**src/rtl/fetch_unit_pkg.sv**
```systemverilog
// Shared definitions for the instruction-fetch stage: widths, reset defaults,
// reset polarity and the fetch FSM encoding.
package fetch_unit_pkg;

  localparam int OPERAND_WIDTH = 32;

  localparam logic [OPERAND_WIDTH-1:0] RESET_PC_DEFAULT = 32'h0000_0000;

  // Reset is synchronous and active-low across the fetch stage.
  localparam logic RST_ACTIVE = 1'b0;

  typedef enum logic [1:0] {
    BOOT  = 2'd0,
    FETCH = 2'd1,
    DRAIN = 2'd2
  } fetch_state_t;

endpackage

```
**src/rtl/fetch_fifo.sv**
```systemverilog
// Small synchronous FIFO with flush. Used for the instruction buffer and for
// the queue of PCs whose responses are still in flight.
module fetch_fifo
  import fetch_unit_pkg::*;
#(
  parameter int WIDTH = 32,
  parameter int DEPTH = 2,
  localparam int CW = $clog2(DEPTH + 1)
) (
  input  logic             clk,
  input  logic             rst,
  input  logic             push,
  input  logic             pop,
  input  logic             flush,
  input  logic [WIDTH-1:0] wdata,
  output logic [WIDTH-1:0] rdata,
  output logic             full,
  output logic             empty,
  output logic [CW-1:0]    count
);

  localparam int AW = (DEPTH > 1) ? $clog2(DEPTH) : 1;

  logic [WIDTH-1:0] mem [DEPTH];
  logic [AW-1:0]    rd_ptr;
  logic [AW-1:0]    wr_ptr;
  logic             do_push;
  logic             do_pop;

  function automatic logic [AW-1:0] next_ptr(input logic [AW-1:0] p);
    return (p == AW'(DEPTH - 1)) ? '0 : p + AW'(1);
  endfunction

  assign do_pop  = pop && !empty;
  assign do_push = push && (!full || do_pop);
  assign full    = (count == CW'(DEPTH));
  assign empty   = (count == '0);
  assign rdata   = mem[rd_ptr];

  // Pointer and occupancy bookkeeping; flush empties the FIFO in one cycle.
  always_ff @(posedge clk) begin
    if (rst == RST_ACTIVE || flush) begin
      rd_ptr <= '0;
      wr_ptr <= '0;
      count  <= '0;
    end else begin
      if (do_push) wr_ptr <= next_ptr(wr_ptr);
      if (do_pop)  rd_ptr <= next_ptr(rd_ptr);
      count <= count + CW'(do_push) - CW'(do_pop);
    end
  end

  // Storage write; contents need no reset because reads are gated by empty.
  always_ff @(posedge clk) begin
    if (do_push && !flush) mem[wr_ptr] <= wdata;
  end

  no_overflow: assert property (@(posedge clk) disable iff (rst == RST_ACTIVE)
    !(push && full && !pop && !flush));
  no_underflow: assert property (@(posedge clk) disable iff (rst == RST_ACTIVE)
    !(pop && empty && !flush));

endmodule

```
**src/rtl/fetch_unit.sv**
```systemverilog
// Instruction-fetch stage. Owns the PC, issues credit-limited requests to
// instruction memory, buffers in-order responses and presents them to decode.
//
// Handshakes: the memory request is a valid/ready pair (o_imem_req/i_imem_gnt);
// once o_imem_req is high, it and o_imem_addr stay unchanged until the cycle
// i_imem_gnt is seen, and only a redirect or reset may withdraw it. The output
// side pops the head on any cycle with o_valid=1 and i_stall=0; while stalled
// the head is held.
module fetch_unit
  import fetch_unit_pkg::*;
#(
  parameter int              XLEN       = OPERAND_WIDTH,
  parameter logic [XLEN-1:0] RESET_PC   = RESET_PC_DEFAULT,
  parameter int              FIFO_DEPTH = 2
) (
  input  logic            clk,
  input  logic            rst,
  input  logic            i_stall,
  input  logic            i_redirect,
  input  logic [XLEN-1:0] i_redirect_pc,
  output logic            o_imem_req,
  output logic [XLEN-1:0] o_imem_addr,
  input  logic            i_imem_gnt,
  input  logic            i_imem_rvalid,
  input  logic [XLEN-1:0] i_imem_rdata,
  output logic            o_valid,
  output logic [XLEN-1:0] o_instruction,
  output logic [XLEN-1:0] o_pc,
  output logic [1:0]      o_dbg_state
);

  localparam int CW = $clog2(FIFO_DEPTH + 1);

  fetch_state_t      state, state_next;
  logic [XLEN-1:0]   pc;
  logic [XLEN-1:0]   redirect_target;
  logic [CW-1:0]     outstanding, outstanding_next;
  logic [CW-1:0]     drop_cnt, drop_cnt_next;
  logic [CW:0]       inflight_total;
  logic              req_fire;
  logic              resp_keep;
  logic              buf_pop;
  logic [2*XLEN-1:0] buf_head;
  logic              buf_full, buf_empty;
  logic [CW-1:0]     buf_count;
  logic [XLEN-1:0]   pcq_head;
  logic              pcq_full, pcq_empty;
  logic [CW-1:0]     pcq_count;

  assign redirect_target = i_redirect_pc & ~XLEN'(3);
  assign inflight_total  = {1'b0, outstanding} + {1'b0, buf_count};

  // Credit: never have more requests outstanding than the buffer could absorb.
  assign o_imem_req  = (state == FETCH) && !i_redirect &&
                       (inflight_total < (CW+1)'(FIFO_DEPTH));
  assign o_imem_addr = pc;
  assign req_fire    = o_imem_req && i_imem_gnt;

  // A response is kept only when no stale responses remain to be discarded.
  assign resp_keep = i_imem_rvalid && !i_redirect && (drop_cnt == '0) && !pcq_empty;
  assign buf_pop   = o_valid && !i_stall && !i_redirect;

  assign o_valid       = !buf_empty;
  assign o_pc          = o_valid ? buf_head[2*XLEN-1:XLEN] : pc;
  assign o_instruction = o_valid ? buf_head[XLEN-1:0] : '0;
  assign o_dbg_state   = state;

  // Counter updates and FSM transitions; redirect overrides everything else.
  always_comb begin
    outstanding_next = outstanding;
    if (req_fire) outstanding_next = outstanding_next + CW'(1);
    if (i_imem_rvalid && outstanding != '0) outstanding_next = outstanding_next - CW'(1);

    drop_cnt_next = drop_cnt;
    if (i_redirect) drop_cnt_next = outstanding_next;
    else if (i_imem_rvalid && drop_cnt != '0) drop_cnt_next = drop_cnt - CW'(1);

    state_next = state;
    case (state)
      BOOT:    state_next = FETCH;
      FETCH:   if (i_redirect && outstanding_next != '0) state_next = DRAIN;
      DRAIN:   if (!i_redirect && drop_cnt_next == '0) state_next = FETCH;
      default: state_next = BOOT;
    endcase
  end

  // State, PC and counter registers.
  always_ff @(posedge clk) begin
    if (rst == RST_ACTIVE) begin
      state       <= BOOT;
      pc          <= RESET_PC;
      outstanding <= '0;
      drop_cnt    <= '0;
    end else begin
      state       <= state_next;
      outstanding <= outstanding_next;
      drop_cnt    <= drop_cnt_next;
      if (i_redirect)    pc <= redirect_target;
      else if (req_fire) pc <= pc + XLEN'(4);
    end
  end

  fetch_fifo #(.WIDTH(2*XLEN), .DEPTH(FIFO_DEPTH)) u_instr_buf (
    .clk   (clk),
    .rst   (rst),
    .push  (resp_keep),
    .pop   (buf_pop),
    .flush (i_redirect),
    .wdata ({pcq_head, i_imem_rdata}),
    .rdata (buf_head),
    .full  (buf_full),
    .empty (buf_empty),
    .count (buf_count)
  );

  fetch_fifo #(.WIDTH(XLEN), .DEPTH(FIFO_DEPTH)) u_pc_queue (
    .clk   (clk),
    .rst   (rst),
    .push  (req_fire),
    .pop   (resp_keep),
    .flush (i_redirect),
    .wdata (pc),
    .rdata (pcq_head),
    .full  (pcq_full),
    .empty (pcq_empty),
    .count (pcq_count)
  );

  credit_no_overflow: assert property (@(posedge clk) disable iff (rst == RST_ACTIVE)
    !(resp_keep && buf_full && !buf_pop));
  pcq_no_overflow: assert property (@(posedge clk) disable iff (rst == RST_ACTIVE)
    !(req_fire && pcq_full));
  pcq_tracks_live: assert property (@(posedge clk) disable iff (rst == RST_ACTIVE)
    pcq_count == CW'(outstanding - drop_cnt));
  outstanding_bound: assert property (@(posedge clk) disable iff (rst == RST_ACTIVE)
    outstanding <= CW'(FIFO_DEPTH));

endmodule

```
**config.mk**
```make
export PLATFORM = sky130hd
export DESIGN_NAME = fetch_unit
export DESIGN_NICKNAME = d
export VERILOG_FILES = /design/src/rtl/fetch_unit_pkg.sv /design/src/rtl/fetch_fifo.sv /design/src/rtl/fetch_unit.sv
export SDC_FILE = /design/constraint.sdc
export NUM_CORES = 1
export LEC_CHECK = 0
export ABC_AREA = 0
export CAP_MARGIN = 15
export CORE_MARGIN = 5
export CORE_UTILIZATION = 48
export CTS_CLUSTER_SIZE = 25
export DETAILED_ROUTE_END_ITERATION = 10
export PLACE_DENSITY = 0.73
export SYNTH_ARGS = -nofsm -noshare
export SYNTH_HDL_FRONTEND = slang
export SYNTH_HIERARCHICAL = 1
export SYNTH_SLANG_ARGS = --single-unit
```
**constraint.sdc**
```tcl
create_clock -name clk -period 26.7 [get_ports clk]
set_input_delay 8.01 -clock clk [delete_from_list [all_inputs] [get_ports clk]]
set_output_delay 8.01 -clock clk [all_outputs]
set_load 0.05 [all_outputs]
```
==> impl_metrics.json <==
{
  "status": "complete, no violations",
  "r2r_setup_slack_ns": 23.31,
  "multi_input_area_um2": 3310,
  "dr.pass1.iters": 5,
  "first_global_vias": 6591,
  "syn_to_final_growth_pct": 26.6,
  "synthCells": 725,
  "regToRegEndpoint": "u_pc_queue/count[1]",
  "postCtsHoldBufs": 0,
  "setup.worst_path.class": "primary input to output port",
  "antenna_found_initial": 0,
  "finalCritPeriodShare_pct": 66.5,
  "viasPerCell": 5.45,
  "max_freq_mhz": 56.3,
  "gp_congestion": 0.794,
  "crit_buf_inv": 3,
  "endpoint_kind": "output port",
  "cts_buffers": 24,
  "peakVddDrop_mv": 0.0481,
  "clock_path_buffers": 3,
  "drt_iter0_markers": 508,
  "htree_levels": 1,
  "drc": 0,
  "crit_fanout": 48,
  "clk_pin_slew_ns": 0.06,
  "grt_max_degree": 65,
  "worst_path_most_repeated_cell": "clkdlybuf4s50_1",
  "whs_ns": 0.519,
  "die_area_um2": 24200,
  "cp_top_family": "buffers and inverters",
  "drtAntennaViolNets": 0,
  "cp.required_ns": 18.69,
  "postCtsResizedCells": 0,
  "ys_warn_count": 6,
  "cts_tree": "done",
  "place_inst": 1143,
  "min_from": "u_instr_buf/rd_ptr",
  "worstSetupStartpointType": "primary input",
  "max-cap-violations": 0,
  "worstPathArrival_ns": 9.75,
  "wirelength_um": 22400,
  "setup_slack_ns": 8.94,
  "dp_hpwl_um": 14200,
  "synth_area_um2": 10200,
  "diodes": 0,
  "slew_headroom_pct": 25.3,
  "initial_core_util_pct": 48.6,
  "die_h_um": 156,
  "tns_ns": 0,
  "fillCellCount": 1686,
  "rows": 53,
  "dieWidth_um": 156,
  "maxSlewViolCount": 0,
  "clkSinkCount": 238,
  "final_cells": 1187,
  "vias": 6464,
  "port_buffers": 165,
  "worst_pin_slew_ns": 1.12,
  "grt_pass1_wl_um": 35500,
  "wire_per_inst_um": 18.9,
  "pre_cts_ws_ns": 8.95,
  "grt_overflow_total": 0,
  "p_leak_nw": 4.28,
  "p_per_area_nw_per_um2": 64.0,
  "critPathMaxStageDelay_ns": 0.72,
  "root_buffer": "clkbuf_16",
  "core_area_um2": 21000,
  "hold_viol_final": 0,
  "syn_avg_cell_area_um2": 14.0,
  "clock_latency_ns": 0.51,
  "cts_setup_buffers": 0,
  "register_area_um2": 6690,
  "io_pins": 170,
  "crit_chain": "clkdlybuf4s50_1 > buf_4 > nor2_1 > clkdlybuf4s50_1",
  "drive_gt1_share_pct": 20.3,
  "cp_slowest_cell": "clkdlybuf4s50_1",
  "timing.rr.start": "u_instr_buf/count[0]",
  "r2r_cells": 12,
  "rsz0062_at_grt": "false",
  "grt_usage_pct": 18.2,
  "dpl_cell_area_um2": 12100,
  "setup_viol": 0,
  "finalNetCount": 970,
  "final_cell_area_um2": 12900,
  "skew_ns": 0.0243,
  "period_needed_ns": 17.76,
  "worstHoldPathType": "register to register",
  "min_path_cells": 2
}
[cell type report]
class | count | share of cell area, %
Clock buffer | 33 | 5.17
Clock inverter | 11 | 0.631
Inverter | 17 | 0.495
Multi-Input combinational cell | 438 | 25.7
Sequential cell | 238 | 51.9
Tap cell | 275 | 2.67
Timing Repair Buffer | 175 | 13.4
[worst max-delay path by stage]
stage                     startpoint    endpoint  slack (ns)  cells after the start
after floorplan           i_redirect  o_imem_req        9.62                      3
after global placement    i_redirect  o_imem_req        8.95                      4
after detailed placement  i_redirect  o_imem_req        8.95                      4
after CTS                 i_redirect  o_imem_req        8.94                      4
after global routing      i_redirect  o_imem_req        8.87                      4
final                     i_redirect  o_imem_req        8.94                      4
[worst register-to-register path: stages (launching register included)]
cell	delay (ns)
dfxtp_1	0.47
and2_1	0.19
fa_1	0.44
nor4b_2	0.46
nand2_1	0.12
inv_1	0.49
xor2_1	0.13
o21ai_0	0.18
nor2_1	0.06
ha_1	0.18
xor2_1	0.14
or3_1	0.31
a21oi_1	0.14
[routing by layer]
layer / wire length, um / track usage [%]
met3: 1100 / 2.41
met2: 11200 / 31.5
met4: 389 / 4.34
met1: 9700 / 24.7
met5: 0 / 0
[cells in the final DEF (no fill, tap or decap), drive strengths merged, types with 2 or more instances in the layout]
| cell type | instances |
|---|---|
| edfxtp | 192 |
| clkdlybuf4s50 | 165 |
| mux2 | 132 |
| dfxtp | 46 |
| nand2 | 38 |
| nor2b | 36 |
| nor2 | 35 |
| clkbuf | 33 |
| a21oi | 29 |
| o21ai | 28 |
| a31oi | 19 |
| inv | 17 |
| nand4 | 13 |
| nand3 | 13 |
| nor3 | 12 |
| buf | 10 |
| clkinv | 10 |
| nand2b | 7 |
| or3 | 7 |
| o211ai | 6 |
| conb | 6 |
| xor2 | 6 |
| and2 | 5 |
| ha | 5 |
| and4 | 4 |
| o311ai | 4 |
| nor4 | 4 |
| and3 | 3 |
| a221oi | 3 |
| xnor2 | 3 |
| a22oi | 2 |
| a311oi | 2 |
| a211oi | 2 |
[registers in the layout, summed over array words and instances (netlist names), 2 cells and up, named ones only]
signal	count
drop_cnt	2
u_pc_queue/mem	64
u_pc_queue/count	2
outstanding	2
o_imem_addr	30
u_instr_buf/mem	128
u_instr_buf/count	2
o_dbg_state	2
[through the flow]
stage / power (mW) / utilization, %
floorplan: 0.482 / -
global placement: 0.516 / 57.9
detailed placement: 0.518 / 57.9
CTS: 0.833 / 61.5
global route: 0.859 / 61.5
finish: 0.825 / 61.5
[where the power goes]
group	switching [mW]	total, mW	internal (mW)
Sequential	0.0106	0.418	0.408
Combinational	0.0560	0.0923	0.0363
Clock	0.130	0.314	0.184
Total	0.197	0.825	0.629
Note: power is estimated with default switching activity, not from simulation.
